==> src/rtl/data_mem_arbiter_pkg.sv <==
// -----------------------------------------------------------------------------
// data_mem_arbiter_pkg
// Shared definitions for the Data_Mem arbiter slice: default geometry,
// requester IDs (used as bit positions in the 2-bit request/grant vectors),
// clear-FSM state encoding and the round-robin pick helper.
// -----------------------------------------------------------------------------
package data_mem_arbiter_pkg;

    localparam int DEF_ADDR_W = 8;
    localparam int DEF_DATA_W = 64;
    localparam int DEF_RD_LAT = 1;

    // Requester IDs; also the bit index inside {host, cpu} vectors.
    localparam logic REQ_CPU  = 1'b0;
    localparam logic REQ_HOST = 1'b1;

    typedef enum logic {
        ST_IDLE  = 1'b0,
        ST_CLEAR = 1'b1
    } clr_state_t;

    // One-hot pick between two requesters. ptr names the owner that wins a
    // contested cycle; an uncontested request always wins.
    function automatic logic [1:0] rr_pick(input logic [1:0] req, input logic ptr);
        logic [1:0] pick;
        if (req == 2'b11) begin
            pick = ptr ? 2'b10 : 2'b01;
        end else begin
            pick = req;
        end
        return pick;
    endfunction

endpackage

==> src/rtl/data_mem_arbiter_rr_arb2.sv <==
// -----------------------------------------------------------------------------
// rr_arb2
// Two-way round-robin arbiter with its own pointer flop. The winner is
// offered combinationally on win_o; the parent decides whether the grant is
// actually issued (take_i). The pointer only moves when a contested grant is
// taken, and then it moves to the loser.
// Ports:
//   clk_i   clock
//   rst_ni  async reset, active low (pointer -> CPU)
//   req_i   {host, cpu} requests
//   take_i  parent issued the grant offered on win_o this cycle
//   win_o   one-hot winner {host, cpu}
// -----------------------------------------------------------------------------
module rr_arb2
    import data_mem_arbiter_pkg::*;
(
    input  logic       clk_i,
    input  logic       rst_ni,
    input  logic [1:0] req_i,
    input  logic       take_i,
    output logic [1:0] win_o
);

    logic ptr_q;
    logic ptr_d;

    assign win_o = rr_pick(req_i, ptr_q);

    always_comb begin
        ptr_d = ptr_q;
        if (take_i && (req_i == 2'b11)) begin
            ptr_d = ~ptr_q;
        end
    end

    always_ff @(posedge clk_i or negedge rst_ni) begin
        if (!rst_ni) begin
            ptr_q <= REQ_CPU;
        end else begin
            ptr_q <= ptr_d;
        end
    end

endmodule

==> src/rtl/data_mem_arbiter.sv <==
// -----------------------------------------------------------------------------
// data_mem_arbiter
// Sole owner of the dual-port Data_Mem (port A write, port B read, registered
// read of RD_LAT cycles). Shares it between the CPU MEM stage (c_*) and the
// host/debug interface (h_*), and runs a zero-fill CLEAR sequence on request.
// Ports:
//   clk, rst_n                     clock, async active-low reset
//   c_req/c_we/c_addr/c_wdata      CPU request (held until c_gnt)
//   c_gnt, c_rvalid, c_rdata       CPU grant (comb), read return
//   h_*                            same set for the host requester
//   clr_start                      pulse: zero every word
//   clr_busy, clr_done             clear in progress, completion pulse
//   mem_addra/mem_dina/mem_wea     Data_Mem write port
//   mem_addrb/mem_doutb            Data_Mem read port
//
// state    | meaning
// ---------+-----------------------------------------------------------
// ST_IDLE  | normal arbitration, grants issued combinationally
// ST_CLEAR | writing zero to address cnt_q each cycle, no grants
// -----------------------------------------------------------------------------
module data_mem_arbiter
    import data_mem_arbiter_pkg::*;
#(
    parameter int ADDR_W = DEF_ADDR_W,
    parameter int DATA_W = DEF_DATA_W,
    parameter int RD_LAT = DEF_RD_LAT
) (
    input  logic              clk,
    input  logic              rst_n,
    input  logic              c_req,
    input  logic              c_we,
    input  logic [ADDR_W-1:0] c_addr,
    input  logic [DATA_W-1:0] c_wdata,
    output logic              c_gnt,
    output logic              c_rvalid,
    output logic [DATA_W-1:0] c_rdata,
    input  logic              h_req,
    input  logic              h_we,
    input  logic [ADDR_W-1:0] h_addr,
    input  logic [DATA_W-1:0] h_wdata,
    output logic              h_gnt,
    output logic              h_rvalid,
    output logic [DATA_W-1:0] h_rdata,
    input  logic              clr_start,
    output logic              clr_busy,
    output logic              clr_done,
    output logic [ADDR_W-1:0] mem_addra,
    output logic [DATA_W-1:0] mem_dina,
    output logic              mem_wea,
    output logic [ADDR_W-1:0] mem_addrb,
    input  logic [DATA_W-1:0] mem_doutb
);

    clr_state_t        state_q;
    logic [ADDR_W-1:0] cnt_q;
    logic              clr_done_q;

    logic [1:0]        wr_req;
    logic [1:0]        rd_req;
    logic [1:0]        wr_win;
    logic [1:0]        rd_win;
    logic [1:0]        wr_gnt;
    logic [1:0]        rd_gnt;
    logic              wr_take;
    logic              rd_take;
    logic              grant_ok;
    logic              collide;
    logic [ADDR_W-1:0] wr_addr;
    logic [ADDR_W-1:0] rd_addr;

    logic [RD_LAT-1:0] rv_q;
    logic [RD_LAT-1:0] rtag_q;

    assign wr_req = {h_req & h_we,  c_req & c_we};
    assign rd_req = {h_req & ~h_we, c_req & ~c_we};

    // clr_start takes priority over both requesters in the cycle it arrives.
    assign grant_ok = (state_q == ST_IDLE) && !clr_start;

    rr_arb2 u_arb_wr (
        .clk_i  (clk),
        .rst_ni (rst_n),
        .req_i  (wr_req),
        .take_i (wr_take),
        .win_o  (wr_win)
    );

    rr_arb2 u_arb_rd (
        .clk_i  (clk),
        .rst_ni (rst_n),
        .req_i  (rd_req),
        .take_i (rd_take),
        .win_o  (rd_win)
    );

    assign wr_addr = wr_win[REQ_HOST] ? h_addr : c_addr;
    assign rd_addr = rd_win[REQ_HOST] ? h_addr : c_addr;

    // Read and write to the same word in one cycle: the write goes first and
    // the read is held off, so the BRAM never sees an A/B address collision.
    assign collide = (|wr_win) && (|rd_win) && (wr_addr == rd_addr);

    assign wr_gnt  = grant_ok ? wr_win : 2'b00;
    assign rd_gnt  = (grant_ok && !collide) ? rd_win : 2'b00;
    assign wr_take = |wr_gnt;
    assign rd_take = |rd_gnt;

    assign c_gnt = wr_gnt[REQ_CPU]  | rd_gnt[REQ_CPU];
    assign h_gnt = wr_gnt[REQ_HOST] | rd_gnt[REQ_HOST];

    always_comb begin
        mem_wea   = 1'b0;
        mem_addra = '0;
        mem_dina  = '0;
        mem_addrb = rd_take ? rd_addr : '0;
        if (state_q == ST_CLEAR) begin
            mem_wea   = 1'b1;
            mem_addra = cnt_q;
        end else if (wr_take) begin
            mem_wea   = 1'b1;
            mem_addra = wr_addr;
            mem_dina  = wr_gnt[REQ_HOST] ? h_wdata : c_wdata;
        end
    end

    always_ff @(posedge clk or negedge rst_n) begin
        if (!rst_n) begin
            state_q    <= ST_IDLE;
            cnt_q      <= '0;
            clr_done_q <= 1'b0;
        end else begin
            clr_done_q <= 1'b0;
            case (state_q)
                ST_IDLE: begin
                    if (clr_start) begin
                        state_q <= ST_CLEAR;
                    end
                end
                ST_CLEAR: begin
                    // Counter wraps to 0 naturally after the last address.
                    cnt_q <= cnt_q + 1'b1;
                    if (cnt_q == {ADDR_W{1'b1}}) begin
                        state_q    <= ST_IDLE;
                        clr_done_q <= 1'b1;
                    end
                end
                default: state_q <= ST_IDLE;
            endcase
        end
    end

    assign clr_busy = (state_q == ST_CLEAR);
    assign clr_done = clr_done_q;

    // Tag pipe tracks which requester owns the data arriving on mem_doutb.
    always_ff @(posedge clk or negedge rst_n) begin
        if (!rst_n) begin
            rv_q   <= '0;
            rtag_q <= '0;
        end else begin
            rv_q[0]   <= rd_take;
            rtag_q[0] <= rd_gnt[REQ_HOST];
            for (int i = 1; i < RD_LAT; i++) begin
                rv_q[i]   <= rv_q[i-1];
                rtag_q[i] <= rtag_q[i-1];
            end
        end
    end

    assign c_rvalid = rv_q[RD_LAT-1] && (rtag_q[RD_LAT-1] == REQ_CPU);
    assign h_rvalid = rv_q[RD_LAT-1] && (rtag_q[RD_LAT-1] == REQ_HOST);
    assign c_rdata  = c_rvalid ? mem_doutb : '0;
    assign h_rdata  = h_rvalid ? mem_doutb : '0;

endmodule

==> config.mk <==
export PLATFORM = sky130hd
export DESIGN_NAME = data_mem_arbiter
export DESIGN_NICKNAME = d
export VERILOG_FILES = /design/src/rtl/data_mem_arbiter_pkg.sv /design/src/rtl/data_mem_arbiter_rr_arb2.sv /design/src/rtl/data_mem_arbiter.sv
export SDC_FILE = /design/constraint.sdc
export NUM_CORES = 1
export LEC_CHECK = 0
export CAP_MARGIN = 20
export CORE_AREA = 2 2 166 168
export DETAILED_ROUTE_END_ITERATION = 8
export DIE_AREA = 0 0 168 170
export SETUP_SLACK_MARGIN = 0.1
export SLEW_MARGIN = 25
export SYNTH_ARGS = -nofsm -noshare
export SYNTH_HDL_FRONTEND = slang
export SYNTH_SLANG_ARGS = --single-unit
==> constraint.sdc <==
create_clock -name clk -period 2.29 [get_ports clk]
set_input_delay 0.3435 -clock clk [delete_from_list [all_inputs] [get_ports clk]]
set_output_delay 0.3435 -clock clk [all_outputs]
set_load 0.01 [all_outputs]
Word-level counts from Yosys, hierarchy flattened --
Cells that the tools add are included.
Storage, ports and cells: register bits after elaboration 14, output and inout port bits 215
Operators by class: add/subtract/negate cells 1, equality and inequality tests 4, mux-type cells 23, bitwise operators 12, reduce and logical (&&, ||, !) cells 14
Operator list (number):
- 2-to-1 mux 64 bit | 5
- 2-to-1 mux 8 bit | 5
- 2-to-1 mux 2 bit | 6
- adder 8 x 1 -> 8 bit (second input constant) | 1
- == test 8 bit | 1
- == test 8 bit (second input constant) | 1
- logical AND 1 bit | 8
- OR reduction 2 bit | 4
- 2-to-1 mux 1 bit | 6
- inverter 1 bit | 6
- bitwise AND 1 bit | 4
- == test 2 bit (second input constant) | 2
- logical NOT 1 bit | 2
- bitwise OR 1 bit | 2
- case mux 1 bit (2 select lines) | 1

Depth between registers and ports, before layout --
Gate-level depths: netlist of the first run.
depth in word-level cells 12, gate-level depth with buffers 6, mapped depth without buffers 5

Cells and area by module --
A second synthesis of the first run with hierarchy kept.
Second synthesis, totals: cell total of the unflattened synthesis 431, area, all modules 2854.0 um2
Modules (own cells, without submodules):
- data_mem_arbiter | instances 1, cells an instance 419, area each 2738.9 um2
- rr_arb2 | instances 2, cells an instance 6, area each 57.6 um2

Worst setup path after synthesis of the first run --
OpenSTA, ideal clock, no wires.
path type input -> output, start point in c_addr[0], end point out mem_addrb[0], arrival time 1.591 ns, required time 1.947 ns, path slack 0.356 ns, stages 5, buffers on the path 0, cells stage by stage xor2_1 nor4_4 a21oi_2 o41ai_4 nor2_1
On the way: longest elaborated chain between the ends 8, elaborated cells on any way between the ends 9, classes of those cells 1 x eq/ne; 4 x mux; 4 x reduce/logical
Ends and longest elaborated chain:
- start, declared | RTL line data_mem_arbiter.sv:32 | input logic [ADDR_W-1:0] c_addr,
- 2-to-1 mux 8 bit, on equally long branches | RTL line data_mem_arbiter.sv:96, data_mem_arbiter.sv:97
- == test 8 bit | RTL line data_mem_arbiter.sv:101 | assign collide = (|wr_win) && (|rd_win) && (wr_addr == rd_addr);
- logical AND 1 bit | RTL line data_mem_arbiter.sv:101
- logical NOT 1 bit | RTL line data_mem_arbiter.sv:104 | assign rd_gnt = (grant_ok && !collide) ? rd_win : 2'b00;
- logical AND 1 bit | RTL line data_mem_arbiter.sv:104
- 2-to-1 mux 2 bit | RTL line data_mem_arbiter.sv:104
- OR reduction 2 bit | RTL line data_mem_arbiter.sv:106 | assign rd_take = |rd_gnt;
- 2-to-1 mux 8 bit (*) | RTL line data_mem_arbiter.sv:115 | mem_addrb = rd_take ? rd_addr : '0;
- end, declared | RTL line data_mem_arbiter.sv:50 | output logic [ADDR_W-1:0] mem_addrb,
Mark *: on every way between the ends. The rest lies on a longest branch, timed or not.

Worst setup path after layout of the first run --
start point in c_addr[6], end point out mem_addrb[7]
On the way: longest elaborated chain between the ends 8, elaborated cells on any way between the ends 9, classes of those cells 1 x eq/ne; 4 x mux; 4 x reduce/logical
Ends and longest elaborated chain (RTL line):
- 2-to-1 mux 8 bit, on equally long branches | data_mem_arbiter.sv:96, data_mem_arbiter.sv:97
- == test 8 bit (*) | data_mem_arbiter.sv:101
- logical AND 1 bit (*) | data_mem_arbiter.sv:101
- logical NOT 1 bit (*) | data_mem_arbiter.sv:104
- logical AND 1 bit (*) | data_mem_arbiter.sv:104
- 2-to-1 mux 2 bit (*) | data_mem_arbiter.sv:104
- OR reduction 2 bit (*) | data_mem_arbiter.sv:106
- 2-to-1 mux 8 bit (*) | data_mem_arbiter.sv:115
Marked as above.

==> flow_summary.json, run 1 <==
{
  "cts_buffers": 3,
  "synth_nets": 724,
  "drc": 0,
  "dr_total_vias": 5621,
  "setup_violations": 3,
  "grt_util_all_layers": 0.144,
  "ir_worst_vdd_uv": 200,
  "place.port_buffers": 429,
  "drtAntennaViolNets": 0,
  "fin_crit_sh": 1.02,
  "syn_area_mm2": 0.00305,
  "tightest_slew_ns": 0.627,
  "p_switching_w": 0.000605,
  "critical_path_class": "primary input to output pin",
  "clock_skew_ns": 0.000668,
  "yosysSeqAreaShare": 0.115,
  "cts_tree": "built",
  "place_area_mm2": 0.00836,
  "core-area_mm2": 0.0267,
  "wl_per_cell_um": 17.1,
  "grt_max_degree": 48,
  "fin_area_mm2": 0.00917,
  "hold_violations": 0,
  "slew_violations": 0,
  "start_kind": "primary input",
  "layout.nets": 1221,
  "synth-warning-count": 0,
  "rsz0062_at_grt": "true",
  "drtIter0Drc": 182,
  "hold_class": "flop to flop",
  "max_clock_freq_mhz": 428,
  "root_buffer": "clkbuf_16",
  "via_per_inst": 4.16,
  "synth_cell_types": 36,
  "power_frac_clock": 0.180,
  "ios": 430,
  "clk_latency_ns": 0.24,
  "gr-total-overflow": 0,
  "die_h_um": 170,
  "htreeDepth": 1,
  "swShare": 0.333,
  "wl_um": 23100,
  "cts_buffer_depth": 2,
  "clk_pin_slew_ns": 0.04,
  "end_kind": "output pin",
  "clock_sinks": 14,
  "drt_pass1_iterations": 4,
  "place.gp.congestion": 0.781,
  "share_comb_of_total_power": 0.605,
  "syn_area_per_cell_um2": 6.00,
  "grt_first_pass_wirelength_um": 31900,
  "seq_power_share": 0.215,
  "synth-seq-cells": 14,
  "place_inst": 1314,
  "die_w_um": 168,
  "place_ws_ns": -0.773,
  "hpwl_um": 18100,
  "fin_cells": 1352,
  "finalWorstSetupSlack_ns": -0.0482,
  "relSlewSlack": 0.581,
  "cap_violations": 0,
  "power_density_mw_per_mm2": 198,
  "die-area_mm2": 0.0286,
  "initial_core_util": 0.114,
  "violations": "setup timing",
  "syn_to_final_growth_pct": 200,
  "cp.required_ns": 1.95,
  "cp_max_fo": 6,
  "critPathArrivalTime_ns": 1.99,
  "drive_gt1_frac": 0.307,
  "synth_cells": 508,
  "power.leakage_nw": 4.70,
  "p_int_w": 0.00121,
  "antenna_found_initial": 9,
  "rows": 60,
  "final_util": 0.344,
  "outcome": "complete, but fails checks",
  "grt_pass1_vias": 5531,
  "period_needed_ns": 2.34
}
layout by cell type (no fill, tap or decap), drive strengths merged, types with 14 or more instances in the layout:
| cell type | Yosys | routed |
|---|---|---|
| and2 | 65 | 65 |
| and3 | 67 | 67 |
| mux2i | 15 | 15 |
| nor3 | 130 | 130 |
| nand2 | 16 | 16 |
| nor2 | 81 | 81 |
| dfrtp | 14 | 14 |
| dlymetal6s2s | 0 | 46 |
| clkbuf | 35 | 35 |
| clkdlybuf4s50 | 0 | 279 |
| buf | 17 | 172 |
flip-flops by register name, indices dropped and copies added, names as in the netlist:
signal	cells
rv_q	1
u_arb_wr.ptr_q	1
rtag_q	1
cnt_q	8
clr_busy	1
u_arb_rd.ptr_q	1
clr_done	1
kinds of logic after synthesis:
group                      share of synthesized area
xor gates and xnor gates                      0.0431
adders and majority gates                    0.00410
and+or+nand+nor                                0.655
buffers and inverters                         0.0734
AOI/OAI and AO/OA                             0.0562
DFF                                            0.115
muxes                                         0.0529
critical path, cell delays in order:
cell	delay, ns
buf_2	0.15
xor2_2	0.19
buf_4	0.16
o221ai_4	0.19
a32oi_4	0.09
o41ai_4	0.40
buf_6	0.19
buf_6	0.11
nor2_2	0.03
buf_2	0.13
path summary, 6_finish.rpt:
| kind | end | start | depth (start not counted) | slack [ns] |
|---|---|---|---|---|
| max | mem_addrb[7] | c_addr[6] | 10 | -0.05 |
| min | cnt_q[7] | cnt_q[7] | 1 | 0.49 |
| max reg2reg | rtag_q | u_arb_wr.ptr_q | 7 | 0.66 |
| min reg2reg | cnt_q[7] | cnt_q[7] | 1 | 0.49 |
| max in group asynchronous | rtag_q | rst_n | 1 | 1.35 |
| min in group asynchronous | cnt_q[4] | rst_n | 1 | 0.50 |
per-layer routing:
metal  GRT usage  up-vias  part of all wire
met5           0        -                 0
met4      0.0601        0             0.025
met3      0.0449       24             0.080
met2       0.277      295              0.53
met1       0.143     2545              0.36
li1            -     2757                 -
synth_stat cells (all sizes together):
cell type / number / area (um^2)
nand3b: 1 / 7.51
a31oi: 1 / 6.26
o21bai: 1 / 11.3
and3: 67 / 419
and2: 65 / 407
mux2i: 15 / 150
o41ai: 1 / 27.5
nand4: 3 / 18.8
o31ai: 1 / 7.51
xor2: 9 / 78.8
o221ai: 1 / 8.76
nand2b: 4 / 25.0
nand4b: 1 / 8.76
ha: 1 / 12.5
o21ai: 10 / 50.1
or2: 2 / 12.5
a32oi: 1 / 8.76
o21a: 1 / 7.51
mux2: 1 / 11.3
nand2: 16 / 60.1
clkbuf: 35 / 131
buf: 17 / 81.3
nand3: 4 / 20.0
nor2b: 5 / 31.3
nor3b: 1 / 7.51
a21oi: 8 / 43.8
nor2: 81 / 304
inv: 3 / 11.3
xnor2: 6 / 52.6
nor3: 130 / 651
nor4: 2 / 27.5
dfrtp: 14 / 350
layout make-up:
cell class                      count  area [um^2]
Timing Repair Buffer              544         5270
Clock buffer                        4         78.8
Tap cell                          341          427
Multi-Input combinational cell    439         3010
Inverter                            3         11.3
Sequential cell                    14          352
Fill cell                        2853        17500
Antenna cell                        7         17.5
power groups by stage:
stage | combinational [W] | sequential, W | clock [W]
detailed placement | 0.000986 | 0.000393 | 0
CTS | 0.00106 | 0.000390 | 0.000336
finish | 0.00110 | 0.000390 | 0.000327
floorplan | 0.000304 | 0.000374 | 0
global route | 0.00118 | 0.000400 | 0.000349
global placement | 0.000980 | 0.000392 | 0
metrics by stage:
stage	power [W]	TNS, ns	hold slack, ns
finish	0.00182	-0.128	0.494
global route	0.00193	-0.399	0.511
CTS	0.00179	-0.158	0.495
detailed placement	0.00138	-41.90	0.489
global placement	0.00137	-41.41	0.486
floorplan	0.000678	0	0.0479
repair_timing:
item | CTS | global route
endpoints found under the setup margin | 84 | 82
cloned | 4 | 1
buffers inserted | 16 | 8
pin swaps | 28 | 29
resized for setup | 403 | 182
hold buffers | 0 | 0
No activity file was read; power rests on OpenSTA's default activity.
==> inputs of run 2 (changes only) <==
--- a/config.mk
+++ b/config.mk
@@ -5,12 +5,14 @@
 export SDC_FILE = /design/constraint.sdc
 export NUM_CORES = 1
 export LEC_CHECK = 0
+export ABC_CLOCK_PERIOD_IN_PS = 2290
 export CAP_MARGIN = 20
 export CORE_AREA = 2 2 166 168
 export DETAILED_ROUTE_END_ITERATION = 8
 export DIE_AREA = 0 0 168 170
+export REMOVE_ABC_BUFFERS = 1
 export SETUP_SLACK_MARGIN = 0.1
-export SLEW_MARGIN = 25
+export SLEW_MARGIN = 5
 export SYNTH_ARGS = -nofsm -noshare
 export SYNTH_HDL_FRONTEND = slang
 export SYNTH_SLANG_ARGS = --single-unit
==> flow_summary.json, run 2 (synthesis results as in run 1) <==
{
  "cts_buffer_depth": 2,
  "clock_sinks": 14,
  "syn_to_final_growth_pct": 197,
  "cap_violations": 0,
  "grt_pass1_vias": 5598,
  "initial_core_util": 0.114,
  "drtIter0Drc": 184,
  "crit_path_top_delay_cell": "o41ai_4",
  "clk_pin_slew_ns": 0.04,
  "worst_path_largest_cell_delay_ns": 0.38,
  "relSlewSlack": 0.561,
  "ios": 430,
  "final_util": 0.340,
  "root_buffer": "clkbuf_16",
  "hold_class": "flop to flop",
  "power_density_mw_per_mm2": 196,
  "period_needed_ns": 2.37,
  "wl_um": 23400,
  "cts_tree": "built",
  "via_per_inst": 4.09,
  "htreeDepth": 1,
  "grt_first_pass_wirelength_um": 32700,
  "largest_reg_flops": 8,
  "rows": 60,
  "start_kind": "primary input",
  "hpwl_um": 17900,
  "ir_worst_vdd_uv": 288,
  "finalWorstSetupSlack_ns": -0.0774,
  "cp_max_fo": 5,
  "critical_path_class": "primary input to output pin",
  "antenna_found_initial": 1,
  "place_ws_ns": -0.910,
  "outcome": "complete, but fails checks",
  "drt_pass1_iterations": 4,
  "hold_violations": 0,
  "drive_gt1_frac": 0.295,
  "total_power_w": 0.00178,
  "place_area_mm2": 0.00846,
  "die-area_mm2": 0.0286,
  "violations": "setup timing",
  "layout_commonest_cell": "clkdlybuf4s50_1",
  "drtAntennaViolNets": 0,
  "place.gp.congestion": 0.844,
  "wl_per_cell_um": 17.3,
  "fin_crit_sh": 1.03,
  "core-area_mm2": 0.0267,
  "n_fill_cell": 2843,
  "end_kind": "output pin",
  "power.leakage_nw": 4.07,
  "gr-total-overflow": 0,
  "cp_cell_sequence": "dlygate4sd2_1 > xor2_2 > o221ai_2 > a32oi_1 > buf_4 > o41ai_4 > buf_6 > buf_12 > nor2_1 > buf_2",
  "setup_violations": 6,
  "layout_common_cells": "clkdlybuf4s50_1 (317), nor3_1 (92), buf_4 (80)",
  "fin_area_mm2": 0.00907,
  "max_clock_freq_mhz": 422,
  "grt_util_all_layers": 0.146,
  "dr_total_vias": 5514,
  "rsz0062_at_grt": "true",
  "place.port_buffers": 429,
  "slew_violations": 0,
  "clock_skew_ns": 0.000186,
  "postCtsHoldBufs": 0,
  "seqCellArea_um2": 352,
  "layout.nets": 1225,
  "cp.required_ns": 1.95,
  "clk_latency_ns": 0.24,
  "critPathArrivalTime_ns": 2.02,
  "tightest_slew_ns": 0.657,
  "die_h_um": 170,
  "cts_buffers": 3,
  "regMostFlops": "cnt_q",
  "die_w_um": 168,
  "reg2reg_slack_ns": 0.61,
  "grt_max_degree": 66,
  "drc": 0,
  "multiInputGateArea_mm2": 0.00294
}
==> run 2: cell count changes in the layout (fill, tap and decap cells not counted), sizes merged <==
cell / delta
clkdlybuf4s50: +38
dlymetal6s2s: -37
buf: +34
clkbuf: -22
clkdlybuf4s15: -8
diode: -6
bufbuf: -1
dlygate4sd2: -1
==> run 2: where the power goes <==
part           switching [W]  internal [W]  total, W
clock network      0.0000922      0.000228  0.000320
registers          0.0000766      0.000312  0.000389
logic               0.000434      0.000638   0.00107
==> run 2: cell type report <==
cell class,count,area share
repair buffers,548,0.580
clock buffers,3,0.00828
inverters,3,0.00124
well taps,341,0.0471
multi-input cells,439,0.324
diodes,1,0.000276
flip-flops and latches,14,0.0388
==> run 2: routing by layer <==
metal	vias up	global-route usage	wire length (um)
met5	-	0	0
met4	0	0.0265	364
li1	2746	-	-
met1	2531	0.177	9490
met3	20	0.0253	1370
met2	217	0.271	12200
==> run 2: worst max-delay path, delay by kind of cell <==
family	cells	cell delay [ns]
AND/OR/NAND/NOR	1	0.04
buffers and inverters	5	0.83
XOR/XNOR	1	0.17
AO/OA/AOI/OAI	3	0.63
==> run 2: final timing paths <==
path                            cells after the start            to            from
worst max-delay path                               10  mem_addrb[0]       h_addr[4]
worst min-delay path                                1      cnt_q[7]        cnt_q[7]
worst max register to register                      7          rv_q  u_arb_rd.ptr_q
worst min register to register                      1      cnt_q[7]        cnt_q[7]
max in group asynchronous                           1        rtag_q           rst_n
min in group asynchronous                           1      cnt_q[0]           rst_n
==> run 2: per-stage QoR <==
step | setup TNS [ns] | hold WS, ns | cells
after global routing | -1.04 | 0.539 | 1349
final | -0.400 | 0.500 | 1349
after detailed placement | -46.64 | 0.502 | 1323
after CTS | -0.805 | 0.509 | 1338
after global placement | -46.80 | 0.488 | 1323
after floorplan | -133.60 | 0.0479 | 456
==> run 2: repair_timing <==
action,4_1_cts,5_1_grt
buffers inserted,8,7
gates cloned,6,4
pin swaps,22,15
endpoints found under the setup margin,85,123
resized for setup,521,51
==> patch 1: new RTL, config.mk and constraints of run 2 <==
Change the package constant `DEF_RD_LAT` from 1 to 2.
--- a/src/rtl/data_mem_arbiter_pkg.sv
+++ b/src/rtl/data_mem_arbiter_pkg.sv
@@ -8,7 +8,7 @@
 
     localparam int DEF_ADDR_W = 8;
     localparam int DEF_DATA_W = 64;
-    localparam int DEF_RD_LAT = 1;
+    localparam int DEF_RD_LAT = 2;
 
     // Requester IDs; also the bit index inside {host, cpu} vectors.
     localparam logic REQ_CPU  = 1'b0;
Function: changed (Yosys sat finds a counterexample within 4 cycles, from zero or initial values and one cycle with rst_n low).
==> patch 1 against run 2 <==
  * The flow still finishes with violations (setup timing)
  * Global-route usage rose by 0.32 points
  * Critical path depth did not move
  * Cell count fell by 0.15%
  * Sequential power rose by 8.5%
  * Final area fell by 0.68%
  * Worst setup slack got worse by 0.0046 ns
  * Sequential cell count rose by 2
  * Wire length rose by 0.11%
  * Die area did not move
  * Total power rose by 5.8%
  * Synthesized area rose by 1.9%
  * First-iteration DRC count rose by 5.4%
  * Critical path type unchanged
  * Critical endpoint is now mem_addrb[5]
  * Largest cell class unchanged
==> patch 1: results (changes against run 2) <==
Yosys
  – Mux share of post-synthesis cell area: 5.19% (was 5.29%)
  – Synth cell count leaders: nor3_1 (131), nor2_1 (80), and3_1 (67) (was nor3_1 (130), nor2_1 (81), and3_1 (67))
  – Seq/Total Area, Yosys: 12.9% (was 11.5%)
  – Post-Synth Adder-Cell Area: 0.402% (was 0.410%)
  – Synth area leaders: nor3_1 (21%), and3_1 (13%), and2_1 (13%) (was nor3_1 (21%), and3_1 (14%), and2_1 (13%))
  – Synth Warn #: 0 (unchanged)
  – Post-synth ARST share: 100% (unchanged)
  – Synth Area in Compound Gates: 5.51% (was 5.62%)
  – XOR/XNOR Fraction of Synth Area: 4.23% (was 4.31%)

Status
  – Failing checks: setup timing (unchanged)
  – Status: complete, but fails checks (unchanged)

STA
  – Max_slew headroom: 49.3% (was 56.1%)
  – Clock skew: 0.00125 ns (was 0.000186 ns)
  – Final setup margin: -0.0820 ns (was -0.0774 ns)
  – Final hold slack: 0.346 ns (was 0.500 ns)
  – Final setup viols: 4 (was 6)
  – Slew Viols, Final: 0 (unchanged)

Route
  – DR vias/cell: 4.15 (was 4.09)
  – DRT Wirelength: 23.4 mm (about the same)
  – 1st-iter DRT viols: 194 (was 184)
  – First-pass iteration count of the detailed router: 4 (unchanged)

GRT
  – First-pass GRT wire length: 33.2 mm (was 32.7 mm)
  – Antenna violations before repair: 7 (was 1)
  – GRT Util Overall: 14.9% (was 14.6%)
  – Vias in the first global route: 5537 (was 5598)
  – Largest net degree at the start of global routing: 63 (was 66)

Placed design
  – Port bufs: 429 (unchanged)
  – GP Congestion: 0.827 (was 0.844)
  – Dpl hpwl: 18.3 mm (was 17.9 mm)
  – Post-place instance area: 8440 um^2 (was 8460 um^2)

Setup path
  – Top delay family on crit path: buffers and inverters (unchanged)
  – Setup slack on the worst flop-to-flop path: 0.70 ns (was 0.61 ns)
  – R2R depth: 6 (was 7)

Finish
  – Share of cells above drive strength 1: 31.5% (was 29.5%)
  – Final nets: 1216 (was 1225)
  – Largest Register: cnt_q (unchanged)

Clock tree
  – Skew-Pair Late Insertion Delay: around 0.25 ns
  – Clk pin slew, worst setup/hold paths: about 0.050 ns
  – Clock buffer depth: 2 (unchanged)
  – Htree depth: 1 (unchanged)
  – CTS Buf Count: 3 (unchanged)

Power and ir drop
  – Max IR drop VDD: 218 uV (was 288 uV)
  – P_leak: 4.09 nW (was 4.07 nW)

Min path
  – Hold path cells: 0 (was 1)
patch 1: cell count changes in the layout (fill, tap and decap cells not counted), sizes merged, moves of 5 or more:
cell / change
diode: +6
clkdlybuf4s15: +5
dlymetal6s2s: -8
buf: -41
dlygate4sd2: +50
clkdlybuf4s50: -43
clkbuf: +25
patch 1: cell families (layout without fill, tap and decap cells):
logic type	Yosys count	after routing
AOI/OAI and AO/OA	25	25
xor gates and xnor gates	15	15
adders and majority gates	1	1
buffers and inverters	57	545
DFF	16	16
muxes	16	16
other	0	7
and+or+nand+nor	381	381
patch 1: layer usage:
layer	wire length (um)	track usage, %	share of wire [%]
met5	0	0	0
met4	553	6.16	2.4
met3	1470	2.70	6.3
met2	12200	27.0	52
met1	9230	17.3	39
patch 1: repair_timing:
item                       in CTS  in global routing
hold endpoints to repair        0                  0
gates resized for setup       418                186
buffers inserted                9                  6
pin swaps                      24                 39
setup endpoints to repair      86                 94
gates cloned                    6                  1
patch 1: cell type report:
cell class | instances | area [um^2]
Fill cell | 2862 | 17600
Inverter | 4 | 15.0
Multi-Input combinational cell | 438 | 3080
Timing Repair Buffer | 537 | 4970
Tap cell | 341 | 427
Antenna cell | 7 | 17.5
Clock buffer | 4 | 88.8
Sequential cell | 16 | 402
patch 1: per-stage QoR:
step / TNS, ns / instances / setup WS, ns
after global routing: -0.907 / 1347 / -0.176
after floorplan: -133.62 / 458 / -1.22
after detailed placement: -45.22 / 1317 / -0.734
after CTS: -0.713 / 1335 / -0.134
after global placement: -44.22 / 1317 / -0.723
final: -0.225 / 1347 / -0.0820
patch 1: final timing paths:
kind	startpoint	to
setup / recovery	h_addr[6]	mem_addrb[5]
min in group asynchronous	rst_n	cnt_q[0]
max in group asynchronous	rst_n	rtag_q[1]
hold / removal	rv_q[0]	rv_q[1]
setup reg to reg	u_arb_wr.ptr_q	rv_q[0]
hold reg to reg	rv_q[0]	rv_q[1]
patch 1: power breakdown:
part | internal (W) | switching, W | total, W
registers | 0.000347 | 0.0000754 | 0.000422
logic | 0.000636 | 0.000443 | 0.00108
clock network | 0.000266 | 0.000117 | 0.000383
total | 0.00125 | 0.000635 | 0.00188
==> patch 2: new RTL, settings of run 2 <==
Made on the original files. Reset style: synchronous (`rst_n` and `rst_ni`), changed in 3 clocked blocks. Comments in the files are not updated.
--- a/src/rtl/data_mem_arbiter_rr_arb2.sv
+++ b/src/rtl/data_mem_arbiter_rr_arb2.sv
@@ -33,7 +33,7 @@
         end
     end
 
-    always_ff @(posedge clk_i or negedge rst_ni) begin
+    always_ff @(posedge clk_i) begin
         if (!rst_ni) begin
             ptr_q <= REQ_CPU;
         end else begin
--- a/src/rtl/data_mem_arbiter.sv
+++ b/src/rtl/data_mem_arbiter.sv
@@ -123,7 +123,7 @@
         end
     end
 
-    always_ff @(posedge clk or negedge rst_n) begin
+    always_ff @(posedge clk) begin
         if (!rst_n) begin
             state_q    <= ST_IDLE;
             cnt_q      <= '0;
@@ -153,7 +153,7 @@
     assign clr_done = clr_done_q;
 
     // Tag pipe tracks which requester owns the data arriving on mem_doutb.
-    always_ff @(posedge clk or negedge rst_n) begin
+    always_ff @(posedge clk) begin
         if (!rst_n) begin
             rv_q   <= '0;
             rtag_q <= '0;
Formal check against the unedited RTL: differs if rst_n is asserted again (counterexample within 4 cycles, from zero or initial values and one cycle with rst_n low); with rst_n held inactive, the same outputs for 4 cycles.
==> patch 2 against run 2 <==
  * Clock power up 3%
  * Highest routed layer unchanged
  * Final area down 9.0%
  * First-iteration DRC count up 17%
  * Total power down 4.1%
  * Sequential cell count unchanged
  * Wire length down 8.1%
  * Worst setup slack better by 0.20 ns
  * Critical path depth down 2
  * Clock skew up 0.0025 ns
  * Via count down 3.6%
  * Synthesized area down 1.8%
  * Sequential power down 34%
  * Critical endpoint is now mem_dina[44]
  * Worst hold slack worse by 0.0024 ns
  * Largest power group unchanged
==> patch 2: results (changes against run 2) <==
Placed design
  – Dpl hpwl: 16.4 mm (was 17.9 mm)
  – Post-place instance area: 7980 um^2 (was 8460 um^2)
  – Place WS: -0.601 ns (was -0.910 ns)
  – GP Congestion: 0.809 (was 0.844)

STA
  – Clock skew: 0.00264 ns (was 0.000186 ns)
  – Max_slew headroom: 75.4% (was 56.1%)

Setup path
  – Worst-path maximum fanout: 11 (was 5)
  – Delay of the slowest critical-path stage: 0.33 ns (was 0.38 ns)
  – CP Data Arrival Time: 1.82 ns (was 2.02 ns)
  – CP max-delay cell: bufbuf_16 (was o41ai_4)

Yosys
  – Synth Area in Compound Gates: 3.05% (was 5.62%)
  – Synth cell count leaders: nor3_1 (136), nor2_1 (75), and2_1 (66), and3_1 (66), clkbuf_1 (32) (was nor3_1 (130), nor2_1 (81), and3_1 (67))
  – Most used DFF post-synth: dfxtp_1 (was dfrtp_1)
  – Seq/Total Area, Yosys: 9.36% (was 11.5%)
  – XOR/XNOR Fraction of Synth Area: 4.97% (was 4.31%)
  – Post-synth ARST share: 0% (was 100%)
  – Synth area leaders: nor3_1 (23%), and2_1 (14%), and3_1 (14%) (was nor3_1 (21%), and3_1 (14%), and2_1 (13%))
  – Mux share of post-synthesis cell area: 5.68% (was 5.29%)

Route
  – First-pass iteration count of the detailed router: 5 (was 4)
  – DRT Wirelength: 21.5 mm (was 23.4 mm)
  – 1st-iter DRT viols: 216 (was 184)
  – Total number of vias: 5317 (was 5514)

GRT
  – GRT Util Overall: 13.4% (was 14.6%)
  – Vias in the first global route: 5075 (was 5598)
  – First-pass GRT wire length: 30.3 mm (was 32.7 mm)
  – Antenna violations before repair: 5 (was 1)

Power and ir drop
  – Clock-net power: 0.000331 W (was 0.000320 W)
  – Max IR drop VDD: 180 uV (was 288 uV)
  – Flop pwr share: 15.1% (was 21.8%)
  – Internal power: 0.00113 W (was 0.00118 W)

Status
  – Status: completed (was complete, but fails checks)

Clock tree
  – Skew-Pair Late Insertion Delay: 0.24 ns (about the same)

Finish
  – Final nets: 1172 (was 1225)
  – Share of cells above drive strength 1: 18.0% (was 29.5%)

Min path
  – Hold path cells: 2 (was 1)
==> patch 2: cell types whose count changed after synthesis, sizes merged, moves of 3 or more <==
cell,run 2,this run
a21oi,8,2
nor2b,5,2
nand2,16,20
clkbuf,35,32
nor2,81,76
xnor2,6,10
buf,17,22
nor3,130,136
dfxtp,0,14
dfrtp,14,0
==> patch 2: cell type report <==
type / count / area, um^2
clock buffer: 3 / 75.1
sequential: 14 / 280
inverter: 1 / 3.75
tap: 341 / 427
antenna: 4 / 10.0
multi-input combinational: 439 / 2720
fill: 2888 / 18400
timing repair buffer: 497 / 4730
==> patch 2: per-stage QoR <==
stage                     hold WS [ns]  utilization (%)  TNS [ns]  cells
final                            0.497             31.0         0   1299
after global routing             0.524             30.9         0   1297
after CTS                        0.499             31.1         0   1293
after detailed placement         0.492             29.9    -36.53   1276
after global placement           0.492             29.9    -37.18   1276
after floorplan                  0.450                -   -126.29    454
==> patch 2: final timing paths <==
check,slack [ns],startpoint,end
worst max-delay path,0.12,h_we,mem_dina[44]
worst min-delay path,0.50,cnt_q[7],clr_done
worst max register to register,0.86,clr_busy,cnt_q[6]
worst min register to register,0.50,cnt_q[7],clr_done
==> patch 2: what timing repair did <==
action,in CTS,in global routing
pin swaps,16,11
setup endpoints to repair,84,84
hold buffers,0,0
buffers inserted,10,0
cloned,4,2
gates resized for setup,179,156
==> patch 2: metal layers <==
layer / track usage [%] / share of wire [%] / vias to the layer above / wire length, um
met2: 22.7 / 49 / 204 / 10500
met3: 2.14 / 5.8 / 25 / 1250
met4: 3.10 / 1.6 / 0 / 348
met5: 0 / 0 / - / 0
met1: 17.7 / 44 / 2434 / 9430
li1: - / - / 2654 / -
